==> src/rtl/conbus_pkg.sv <==
// Shared definitions for the conbus round-robin arbiter: state encoding,
// default sizing constants and a log2 helper for parameter checks.
package conbus_pkg;

    typedef enum logic {
        ARB_IDLE = 1'b0,
        ARB_HOLD = 1'b1
    } arb_state_e;

    localparam int unsigned CONBUS_N_REQ  = 4;
    localparam int unsigned CONBUS_QUOTA  = 64;
    localparam int unsigned CONBUS_CNT_W  = 16;

    function automatic int unsigned conbus_clog2(input int unsigned v);
        int unsigned r;
        r = 0;
        for (int unsigned i = 0; i < 32; i++) begin
            if ((32'd1 << i) < v) begin
                r = i + 1;
            end
        end
        return r;
    endfunction

endpackage

==> src/rtl/conbus_rr_pick.sv <==
// Combinational round-robin search: first set request bit found scanning
// base+1, base+2, ... with wrap; base itself is considered last.
module conbus_rr_pick
    import conbus_pkg::*;
#(
    parameter int unsigned N_REQ = CONBUS_N_REQ,
    parameter int unsigned IDX_W = 2
) (
    input  logic [N_REQ-1:0] req_i,
    input  logic [IDX_W-1:0] base_i,
    output logic             found_o,
    output logic [N_REQ-1:0] pick_oh_o,
    output logic [IDX_W-1:0] pick_idx_o
);

    int unsigned cand;

    always_comb begin
        found_o    = 1'b0;
        pick_oh_o  = '0;
        pick_idx_o = '0;
        cand       = 0;
        for (int unsigned k = 1; k <= N_REQ; k++) begin
            cand = (32'(base_i) + k) % N_REQ;
            if (!found_o && req_i[cand[IDX_W-1:0]]) begin
                found_o                       = 1'b1;
                pick_oh_o[cand[IDX_W-1:0]]    = 1'b1;
                pick_idx_o                    = cand[IDX_W-1:0];
            end
        end
    end

endmodule

==> src/rtl/conbus_arb_rr.sv <==
// N-way round-robin bus-ownership arbiter with cycle-hold semantics.
// Optional forced rotation after QUOTA owned cycles: define CONBUS_ARB_QUOTA_EN.
module conbus_arb_rr
    import conbus_pkg::*;
#(
    parameter int unsigned N_REQ = CONBUS_N_REQ,
    parameter int unsigned IDX_W = 2,
    parameter int unsigned QUOTA = CONBUS_QUOTA
) (
    input  logic             sys_clk,
    input  logic             sys_rst_n,
    input  logic [N_REQ-1:0] req,
    output logic [N_REQ-1:0] gnt,
    output logic [IDX_W-1:0] gnt_idx,
    output logic             gnt_valid,
    output logic             rearb,
    output logic             preempt
);

    if (IDX_W != conbus_clog2(N_REQ)) begin : g_chk_idx_w
        $error("conbus_arb_rr: IDX_W must equal clog2(N_REQ)");
    end
    if (N_REQ < 2 || N_REQ > 8) begin : g_chk_n_req
        $error("conbus_arb_rr: N_REQ out of range 2..8");
    end
    if (QUOTA < 2 || QUOTA > 65535) begin : g_chk_quota
        $error("conbus_arb_rr: QUOTA out of range 2..65535");
    end

    localparam logic [IDX_W-1:0] IDX_RST = IDX_W'(N_REQ - 1);

    arb_state_e       state_q, state_d;
    logic [N_REQ-1:0] req_q;
    logic [N_REQ-1:0] gnt_q, gnt_d;
    logic [IDX_W-1:0] gnt_idx_q, gnt_idx_d;
    logic             rearb_q, rearb_d;

`ifdef CONBUS_ARB_QUOTA_EN
    localparam logic [CONBUS_CNT_W-1:0] CNT_MAX = CONBUS_CNT_W'(QUOTA - 1);
    logic [CONBUS_CNT_W-1:0] cnt_q, cnt_d;
    logic                    preempt_q, preempt_d;
`endif

    logic [N_REQ-1:0] avail;
    logic             pick_found;
    logic [N_REQ-1:0] pick_oh;
    logic [IDX_W-1:0] pick_idx;
    logic             owner_req;

    // gnt_idx always holds the most recent owner, so it doubles as the
    // round-robin base; masking the owner keeps a preempted owner from
    // re-winning its own rotation.
    assign avail     = req_q & ~gnt_q;
    assign owner_req = req_q[gnt_idx_q];

    conbus_rr_pick #(
        .N_REQ (N_REQ),
        .IDX_W (IDX_W)
    ) u_pick (
        .req_i      (avail),
        .base_i     (gnt_idx_q),
        .found_o    (pick_found),
        .pick_oh_o  (pick_oh),
        .pick_idx_o (pick_idx)
    );

    always_ff @(posedge sys_clk or negedge sys_rst_n) begin
        if (!sys_rst_n) begin
            state_q   <= ARB_IDLE;
            req_q     <= '0;
            gnt_q     <= '0;
            gnt_idx_q <= IDX_RST;
            rearb_q   <= 1'b0;
`ifdef CONBUS_ARB_QUOTA_EN
            cnt_q     <= '0;
            preempt_q <= 1'b0;
`endif
        end else begin
            state_q   <= state_d;
            req_q     <= req;
            gnt_q     <= gnt_d;
            gnt_idx_q <= gnt_idx_d;
            rearb_q   <= rearb_d;
`ifdef CONBUS_ARB_QUOTA_EN
            cnt_q     <= cnt_d;
            preempt_q <= preempt_d;
`endif
        end
    end

    always_comb begin
        state_d   = state_q;
        gnt_d     = gnt_q;
        gnt_idx_d = gnt_idx_q;
        rearb_d   = 1'b0;
`ifdef CONBUS_ARB_QUOTA_EN
        cnt_d     = cnt_q;
        preempt_d = 1'b0;
`endif
        unique case (state_q)
            ARB_IDLE: begin
                if (pick_found) begin
                    state_d   = ARB_HOLD;
                    gnt_d     = pick_oh;
                    gnt_idx_d = pick_idx;
                    rearb_d   = 1'b1;
`ifdef CONBUS_ARB_QUOTA_EN
                    cnt_d     = '0;
`endif
                end
            end
            ARB_HOLD: begin
                if (!owner_req) begin
                    if (pick_found) begin
                        gnt_d     = pick_oh;
                        gnt_idx_d = pick_idx;
                        rearb_d   = 1'b1;
`ifdef CONBUS_ARB_QUOTA_EN
                        cnt_d     = '0;
`endif
                    end else begin
                        state_d = ARB_IDLE;
                        gnt_d   = '0;
                    end
                end else begin
`ifdef CONBUS_ARB_QUOTA_EN
                    if (cnt_q == CNT_MAX && pick_found) begin
                        gnt_d     = pick_oh;
                        gnt_idx_d = pick_idx;
                        rearb_d   = 1'b1;
                        preempt_d = 1'b1;
                        cnt_d     = '0;
                    end else if (cnt_q != CNT_MAX) begin
                        cnt_d = cnt_q + 1'b1;
                    end
`endif
                end
            end
            default: begin
                state_d = ARB_IDLE;
                gnt_d   = '0;
            end
        endcase
    end

    always_comb begin
        gnt       = gnt_q;
        gnt_idx   = gnt_idx_q;
        gnt_valid = |gnt_q;
        rearb     = rearb_q;
`ifdef CONBUS_ARB_QUOTA_EN
        preempt   = preempt_q;
`else
        preempt   = 1'b0;
`endif
    end

endmodule

==> config.mk <==
export PLATFORM = sky130hd
export DESIGN_NAME = conbus_arb_rr
export DESIGN_NICKNAME = d
export VERILOG_FILES = /design/src/rtl/conbus_pkg.sv /design/src/rtl/conbus_rr_pick.sv /design/src/rtl/conbus_arb_rr.sv
export SDC_FILE = /design/constraint.sdc
export NUM_CORES = 1
export LEC_CHECK = 0
export CAP_MARGIN = 20
export CORE_ASPECT_RATIO = 1.4
export CORE_MARGIN = 2
export CORE_UTILIZATION = 47
export CTS_CLUSTER_DIAMETER = 200
export CTS_CLUSTER_SIZE = 40
export DETAILED_ROUTE_END_ITERATION = 8
export MAX_ROUTING_LAYER = met4
export PLACE_DENSITY = 0.79
export SYNTH_ARGS = -nofsm -noshare
export SYNTH_HDL_FRONTEND = slang
export SYNTH_SLANG_ARGS = --single-unit
==> constraint.sdc <==
create_clock -name sys_clk -period 2.3 [get_ports sys_clk]
set_clock_uncertainty 0.2 [all_clocks]
set_input_delay 0.46 -clock sys_clk [delete_from_list [all_inputs] [get_ports sys_clk]]
set_output_delay 0.46 -clock sys_clk [all_outputs]
set_load 0.005 [all_outputs]
# Word level (Yosys, flattened, before mapping)
# Cells that the tools add are included.
# W data, S select, Z words.
[word_totals]
register_bits = 12
output_inout_bits = 9
word_cells = 80
in_bits = 6
[classes]
n_lt_le_gt_ge = 9
n_reduce_logical = 12
bitwise = 6
eq_ne = 2
addsub = 4
muxes = 42
[ops]
columns = ["cell", "count"]
rows = [
  ["$mux W4", 7],
  ["$mux W1", 16],
  ["$lt A2 B3 Y1 const B", 5],
  ["$mux W2", 6],
  ["$or A4 B4 Y4", 3],
  ["$bmux W1 S2", 5],
  ["$demux W1 S2", 4],
  ["$ge A2 B1 Y1 const B", 4],
  ["$pmux W4 S2", 1],
  ["$logic_and A1 B1 Y1", 7],
  ["$add A2 B1 Y2 const B", 2],
  ["$add A2 B2 Y2 const B", 2],
  ["$and A4 B4 Y4", 1],
  ["$ne A2 B2 Y1 const B", 2],
  ["$not A4 Y4", 1],
  ["$pmux W1 S2", 2],
  ["$pmux W2 S2", 1],
  ["$reduce_or A4 Y1", 1],
  ["$logic_not A1 Y1", 3],
  ["$reduce_and A2 Y1", 1],
  ["$not A1 Y1", 1],
]

# Longest topological paths before layout
# Gate-level depths: netlist of run 1.
[logic_depth]
ltp_word = 17
ltp_mapped = 7
ltp_nobuf = 6

# Hierarchy
# Synthesis of run 1 repeated with hierarchy kept, for this count alone.
[hier_totals]
hier_cells = 134
hier_area_um2 = 1202.4
[modules_own_cells]
columns = ["module", "cells_per_inst", "area_per_inst_um2", "seq_area_each_um2", "instances"]
rows = [
  ["conbus_rr_pick", 85, 631.9, 0.0, 1],
  ["conbus_arb_rr", 49, 570.5, 302.8, 1],
]

# Least setup slack after synthesis of run 1
# Ideal clock, no wire load.
[synth_path]
path_type = "reg-to-reg"
from = "register gnt_idx_q[0] (netlist: gnt_idx[0])"
to = "register gnt_q[0] (netlist: gnt[0])"
n_path_buf = 1
path_stages_with_launch = 7
required_time_ps = 1974
setup_time_ps = 126
arrival_time_ps = 2092
path_slack_ps = -118
synth_period_minus_slack_ps = 2418
path_cell_list = "dfstp_2 -> buf_6 -> inv_1 -> ha_1 -> mux4_1 -> a221o_1 -> a221o_1"
[synth_via]
elab_chain_len = 16
word_cells_on_any_way = 58
classes_between = "add/sub: 4; order compare: 8; eq/ne: 2; mux: 30; bitwise: 3; reduce/logical: 11"
[synth_rtl]
columns = ["element", "line_no", "source"]
rows = [
  ["start, declared", "conbus_arb_rr.sv:35", "logic [IDX_W-1:0] gnt_idx_q, gnt_idx_d;"],
  ["start signal, assigned", "conbus_arb_rr.sv:82", "gnt_idx_q <= gnt_idx_d;"],
  ["branches (longest 16 deep; another with $lt A2 B3 Y1)", "--", ""],
  ["end signal, assigned", "conbus_arb_rr.sv:81", "gnt_q <= gnt_d;"],
  ["end, declared", "conbus_arb_rr.sv:34", "logic [N_REQ-1:0] gnt_q, gnt_d;"],
]
# Several ways; the timed one is not identified. The select of a mux whose other input is x is not followed.
# A chain may end at the register's enable or synchronous reset.

# Final worst setup path of run 1
[layout_path]
from = "register gnt_idx_q[0] (netlist: gnt_idx[0])"
to = "register gnt_q[3] (netlist: gnt[3])"
# The elaborated chain is that of the path after synthesis.

==> key figures, run 1 <==
Logic synthesis
  – Multiplexer share of the synthesized area: 0.152
  – Post-synthesis adder-cell area fraction: 0.108
  – Ys async rst share: 1.00
  – Avg Inst Size Synth: 11.0 um^2
  – Yosys reg bits: 12
  – Largest family of logic cells by synthesized area: compound AO/OA/AOI/OAI gates
  – Synth Area in Simple Gates: 0.157
  – Top cells by area, synth: dfrtp_1 (27%), ha_1 (11%), a221o_1 (8.7%), mux4_2 (7.3%), dfstp_2 (5.7%)
  – Mapped Nets: 98
  – Most frequent cell after synthesis: dfrtp_1
  – Synth top cells by count: dfrtp_1 (10), a221o_1 (8), ha_1 (8), o21ai_0 (5)
  – Cells after Synth: 84
  – Yosys top cell area share: 0.271
  – Number of synthesized flops with an enable pin: 0
  – Ys flop type: dfrtp_1
  – Synth Area in XOR/XNOR: 0.00947
  – Complex-gate fraction of the synthesized area: 0.202
  – Synth area leader: dfrtp_1
  – Seq/Total Area, Yosys: 0.327
  – Cell variety after synth: 31
  – YS warnings: 0
  – Synthesized area: 925 um^2

Place
  – Placer congestion estimate: 0.922
  – Dpl ws: 0.0708 ns
  – I/O Buffers: 13
  – Post-DP Area: 1100 um^2
  – DP HPWL: 1800 um

Routing
  – # DRC: 0
  – First-pass DRT Iterations: 4
  – Via Count: 794
  – DR vias/cell: 6.25
  – Post-route ant nets: 0
  – Initial DRC Count: 25
  – Wire per inst: 18.5 um
  – Drt total wl: 2350 um

Timing
  – F_max: 446 MHz
  – Fin crit share: 0.974
  – Max Slew Vio Count: 0
  – Final min period: 2.24 ns
  – Rel. slew slack: 0.619
  – Final Hold Fails: 0
  – Worst-margin pin slew: 0.570 ns
  – Final setup violating endpoints: 0
  – RSZ-0062 raised after global routing: false
  – Final worst slack: 0.0588 ns

Clock network
  – Clk sinks: 12
  – CTS tree: done
  – H-Tree Depth: 1
  – Clock Root Buffer: clkbuf_4
  – Clk_lat worst skew: 0.29 ns
  – CTS clock-pin slew for the worst setup and hold paths: 0.08 ns
  – Hold buffers post-CTS: 0
  – CTS Buffer Depth: 2
  – TritonCTS Buffers: 3

Cells and area
  – N_diodes: 0
  – Synthesis-to-layout area growth: 25.4%
  – Share of cells above drive strength 1: 0.226
  – Post-route cell area: 1160 um^2
  – Nets@finish: 121
  – Util after Layout: 0.610

Setup path
  – CP max FO: 5
  – Worst Path Arrival: 2.22 ns
  – CP bufs+invs: 1
  – Cell mode on critical path: a221o_1
  – Register-to-Register Path Depth: 5
  – RR Startpoint: gnt_idx[0]
  – Flop2flop setup slack: 0.06 ns
  – Worst setup endpoint: gnt[3]
  – Kind of end point of the critical path: flop
  – CP required: 2.28 ns
  – Crit path from: gnt_idx[0]
  – Critical path launch point type: flop
  – CP cell instances: inv_1, ha_4, mux4_2, a221o_1, a221o_1
  – Critical Path Max Stage Delay: 0.58 ns
  – Crit path max-delay cell type: dfstp_2
  – Crit path depth: 5
  – Critical path class: flop to flop
  – Cell family with most CP delay: compound AO/OA/AOI/OAI gates
  – Reg2reg end: gnt[3]

Floorplan
  – DIE AREA: 2340 um^2
  – Core Region: 1900 um^2
  – Die width: 41.5 um
  – Initial Util: 0.486
  – Die Ht: 56.5 um
  – Ports: 15
  – Num rows: 19

Job
  – MaxCap Viol Count: 0

Global route
  – Grt ovf: 0
  – Number of global-route vias before repair: 825
  – Initial antenna violation count: 0
  – First-pass GRT wire length: 3870 um
  – Global-route usage over all layers: 0.228
  – Largest net degree at the start of global routing: 13

Power
  – VDD IR max: 0.793 mV
  – Leakage: 0.492 nW
  – Ratio of total power to cell area: 1620 nW/um^2

Run status
  – Status: completed

Worst hold path
  – Hold WC Path Type: input pin to asynchronous set/reset pin
-- worst register-to-register path, stage by stage, from the launching register on --
cell and delay, ns:
dfstp_2 0.58, inv_1 0.09, ha_4 0.30, mux4_2 0.35
a221o_1 0.30, a221o_1 0.31
-- timing repair --
action	4_1_cts	5_1_grt
gates resized for setup	2	2
endpoints found under the setup margin	1	5
hold endpoints to repair	0	0
setup buffers	2	1
-- registers in the layout, summed over array words and instances (netlist names) --
name	cells
rearb	1
gnt	4
gnt_idx	2
state_q	1
req_q	4
-- how the worst min path moves through the flow --
stage                 endpoint  slack, ns  depth (start not counted)
global placement    gnt_idx[0]       0.48                          2
floorplan               gnt[0]      -0.04                          0
finish                req_q[1]       0.33                          1
global route           state_q       0.39                          1
CTS                      rearb       0.36                          1
detailed placement      gnt[3]       0.47                          2
-- cell families after synthesis --
logic type / Yosys count
other: 1
xor gates and xnor gates: 1
muxes: 7
AOI/OAI and AO/OA: 25
and+or+nand+nor: 24
buffers and inverters: 6
adders and majority gates: 8
DFF: 12
-- final cells by class --
| class | instances | area [um^2] |
|---|---|---|
| Clock buffer | 4 | 26.3 |
| Tap cell | 21 | 26.3 |
| Sequential cell | 12 | 304 |
| Multi-Input combinational cell | 66 | 596 |
| Fill cell | 168 | 742 |
| Inverter | 2 | 7.51 |
| Timing Repair Buffer | 22 | 200 |
-- per-layer routing --
layer,vias to the layer above,GRT usage,routed length [um],share of wire
li1,359,-,-,-
met1,386,0.242,780,0.33
met2,40,0.411,1330,0.57
met3,9,0.0193,150,0.064
met4,0,0.120,89,0.038
met5,-,-,0,0
-- through the flow --
step / cells / power (mW) / hold WS (ns) / TNS [ns]
after floorplan: 84 / 1.26 / -0.0356 / -0.227
after global placement: 120 / 1.64 / 0.475 / 0
after detailed placement: 120 / 1.67 / 0.474 / 0
after CTS: 126 / 1.84 / 0.363 / 0
after global routing: 127 / 2.01 / 0.395 / 0
final: 127 / 1.87 / 0.328 / 0
-- cell usage in the layout, fill, tap and decap left out, drive strengths merged, types with 2 or more instances in the layout --
master | netlist | routed
nor2b | 4 | 4
mux4 | 5 | 5
a21oi | 4 | 4
inv | 2 | 2
a221o | 8 | 8
dfstp | 2 | 2
nor2 | 3 | 3
o21a | 4 | 4
ha | 8 | 8
mux2i | 2 | 2
and2 | 5 | 5
o21ai | 5 | 5
nand2 | 3 | 3
nand2b | 5 | 5
buf | 3 | 9
clkdlybuf4s50 | 0 | 12
dfrtp | 10 | 10
clkbuf | 1 | 4
-- where the power goes --
part	leakage, nW	internal, mW	switching (mW)
sequential	0.139	0.300	0.0600
clock	0.0150	0.0677	0.0805
combinational	0.339	0.722	0.644
Note: power is estimated with default switching activity, not from simulation.
==> run 2: changes to the inputs <==
SETUP_SLACK_MARGIN = 0.4   (was not set)
==> key figures, run 2 (synthesis results as in run 1) <==
Run status
  – Status: completed (unchanged)

Power
  – VDD IR max: 0.905 mV (was 0.793 mV)
  – Leakage: 0.575 nW (was 0.492 nW)
  – Pint: 1.23 mW (was 1.09 mW)
  – Sw power: 0.897 mW (was 0.784 mW)
  – Switching part of the total power: 0.421 (was 0.418)
  – Ratio of total power to cell area: 1660 nW/um^2 (was 1620 nW/um^2)
  – Sequential power share: 0.176 (was 0.192)
  – Clock power share: 0.069 (was 0.079)
  – Combinational power share: 0.755 (was 0.729)

Routing
  – Post-route ant nets: 0 (unchanged)
  – Drt total wl: 2680 um (was 2350 um)
  – Via Count: 857 (was 794)
  – Initial DRC Count: 29 (was 25)
  – # DRC: 0 (unchanged)
  – Wire per inst: 19.4 um (was 18.5 um)
  – First-pass DRT Iterations: 4 (unchanged)
  – DR vias/cell: 6.21 (was 6.25)

Place
  – I/O Buffers: 13 (unchanged)
  – DP HPWL: 1880 um (was 1800 um)
  – Placer congestion estimate: 1.02 (was 0.922)
  – Dpl ws: 0.0825 ns (was 0.0708 ns)
  – Placed instance count: 122 (was 120)
  – Post-DP Area: 1130 um^2 (was 1100 um^2)

Cells and area
  – Reg area: 305 um^2 (was 304 um^2)
  – Area of the multi-input gates: 629 um^2 (was 596 um^2)
  – Synthesis-to-layout area growth: 38.6% (was 25.4%)
  – N_diodes: 0 (unchanged)
  – Post-route cell area: 1280 um^2 (was 1160 um^2)
  – Fin cells: 138 (was 127)
  – Fill cell count: 158 (was 168)
  – Util after Layout: 0.674 (was 0.610)
  – Nets@finish: 132 (was 121)
  – Commonest cells after routing, fill and taps aside: buf_4 (16), a221o_1 (8), dfrtp_1 (8) (was clkdlybuf4s50_1 (12), dfrtp_1 (9), a221o_1 (8), buf_4 (8), ha_1 (7))
  – Share of cells above drive strength 1: 0.368 (was 0.226)
  – Most common cell after layout, fill and taps aside: buf_4 (was clkdlybuf4s50_1)

Setup path
  – Kind of end point of the critical path: flop (unchanged)
  – Critical path class: flop to flop (unchanged)
  – Worst Path Arrival: 2.19 ns (was 2.22 ns)
  – CP required: 2.28 ns (about the same)
  – CP max FO: 5 (unchanged)
  – Critical path launch point type: flop (unchanged)

Global route
  – Grt ovf: 0 (unchanged)
  – Initial antenna violation count: 0 (unchanged)
  – Global-route usage over all layers: 0.262 (was 0.228)
  – Largest net degree at the start of global routing: 13 (unchanged)
  – Number of global-route vias before repair: 920 (was 825)
  – First-pass GRT wire length: 4440 um (was 3870 um)

Clock network
  – Hold buffers post-CTS: 0 (unchanged)
  – Clk_lat worst skew: 0.29 ns (about the same)
  – TritonCTS Buffers: 3 (unchanged)
  – CTS clock-pin slew for the worst setup and hold paths: 0.09 ns (was 0.08 ns)
  – Clk sinks: 12 (unchanged)
  – H-Tree Depth: 1 (unchanged)
  – Clock Root Buffer: clkbuf_4 (unchanged)
  – CTS Buffer Depth: 2 (unchanged)
  – CTS tree: done (unchanged)

Timing
  – Worst-margin pin slew: 0.552 ns (was 0.570 ns)
  – Final setup TNS: 0 ns (unchanged)
  – Fin crit share: 0.960 (was 0.974)
  – Max Slew Vio Count: 0 (unchanged)
  – Final Hold Fails: 0 (unchanged)
  – Final setup violating endpoints: 0 (unchanged)
  – RSZ-0062 raised after global routing: true (was false)
  – Final min period: 2.21 ns (was 2.24 ns)
  – Rel. slew slack: 0.631 (was 0.619)
  – Final worst slack: 0.0919 ns (was 0.0588 ns)
  – F_max: 453 MHz (was 446 MHz)

Floorplan
  – Die width: 41.5 um (unchanged)
  – DIE AREA: 2340 um^2 (unchanged)
  – Ports: 15 (unchanged)
  – Num rows: 19 (unchanged)
  – Core Region: 1900 um^2 (unchanged)
  – Die Ht: 56.5 um (unchanged)
  – Initial Util: 0.486 (unchanged)

Worst hold path
  – Hold WC Path Type: input pin to asynchronous set/reset pin (unchanged)

Job
  – MaxCap Viol Count: 0 (unchanged)
run 2: cell type report:
| type | count | area share |
|---|---|---|
| Timing Repair Buffer | 33 | 0.222 |
| Multi-Input combinational cell | 66 | 0.491 |
| Inverter | 2 | 0.00781 |
| Sequential cell | 12 | 0.238 |
| Clock buffer | 4 | 0.0205 |
| Tap cell | 21 | 0.0205 |
run 2: power groups by stage:
stage	sequential, mW	combinational (mW)	clock [mW]
6_report	0.374	1.61	0.148
5_1_grt	0.382	1.72	0.160
4_1_cts	0.370	1.52	0.151
3_5_place_dp	0.379	1.33	0
3_3_place_gp	0.374	1.29	0
2_1_floorplan	0.369	0.917	0
run 2: per-layer routing:
metal	track usage	routed length, um
met1	0.277	954
met2	0.453	1430
met3	0.0418	152
met4	0.152	147
met5	-	0
run 2: path summary, 6_finish.rpt:
path	from	endpoint	slack (ns)	cells after the start
max	gnt_idx[0]	gnt[3]	0.09	5
min	sys_rst_n	rearb	0.32	1
max reg2reg	gnt_idx[0]	gnt[3]	0.09	5
min reg2reg	gnt[2]	gnt[2]	0.57	3
max in group asynchronous	sys_rst_n	gnt[2]	1.19	1
min in group sys_clk	req[1]	req_q[1]	0.42	1
run 2: timing repair:
| action | in CTS | in global routing |
|---|---|---|
| endpoints found under the setup margin | 13 | 10 |
| gates resized for setup | 18 | 8 |
| buffers inserted | 10 | 2 |
| pin swaps | 1 | 6 |
run 2: worst max-delay path: stages, from the launching register on:
cell	delay, ns
dfstp_2	0.61
inv_4	0.06
ha_4	0.29
mux4_2	0.35
a221o_1	0.30
a221o_1	0.30
run 2: metrics by stage:
step | hold slack (ns) | power, mW
5_1_grt | 0.390 | 2.26
3_5_place_dp | 0.487 | 1.71
4_1_cts | 0.335 | 2.04
3_3_place_gp | 0.469 | 1.66
6_report | 0.321 | 2.13
2_1_floorplan | -0.0356 | 1.29
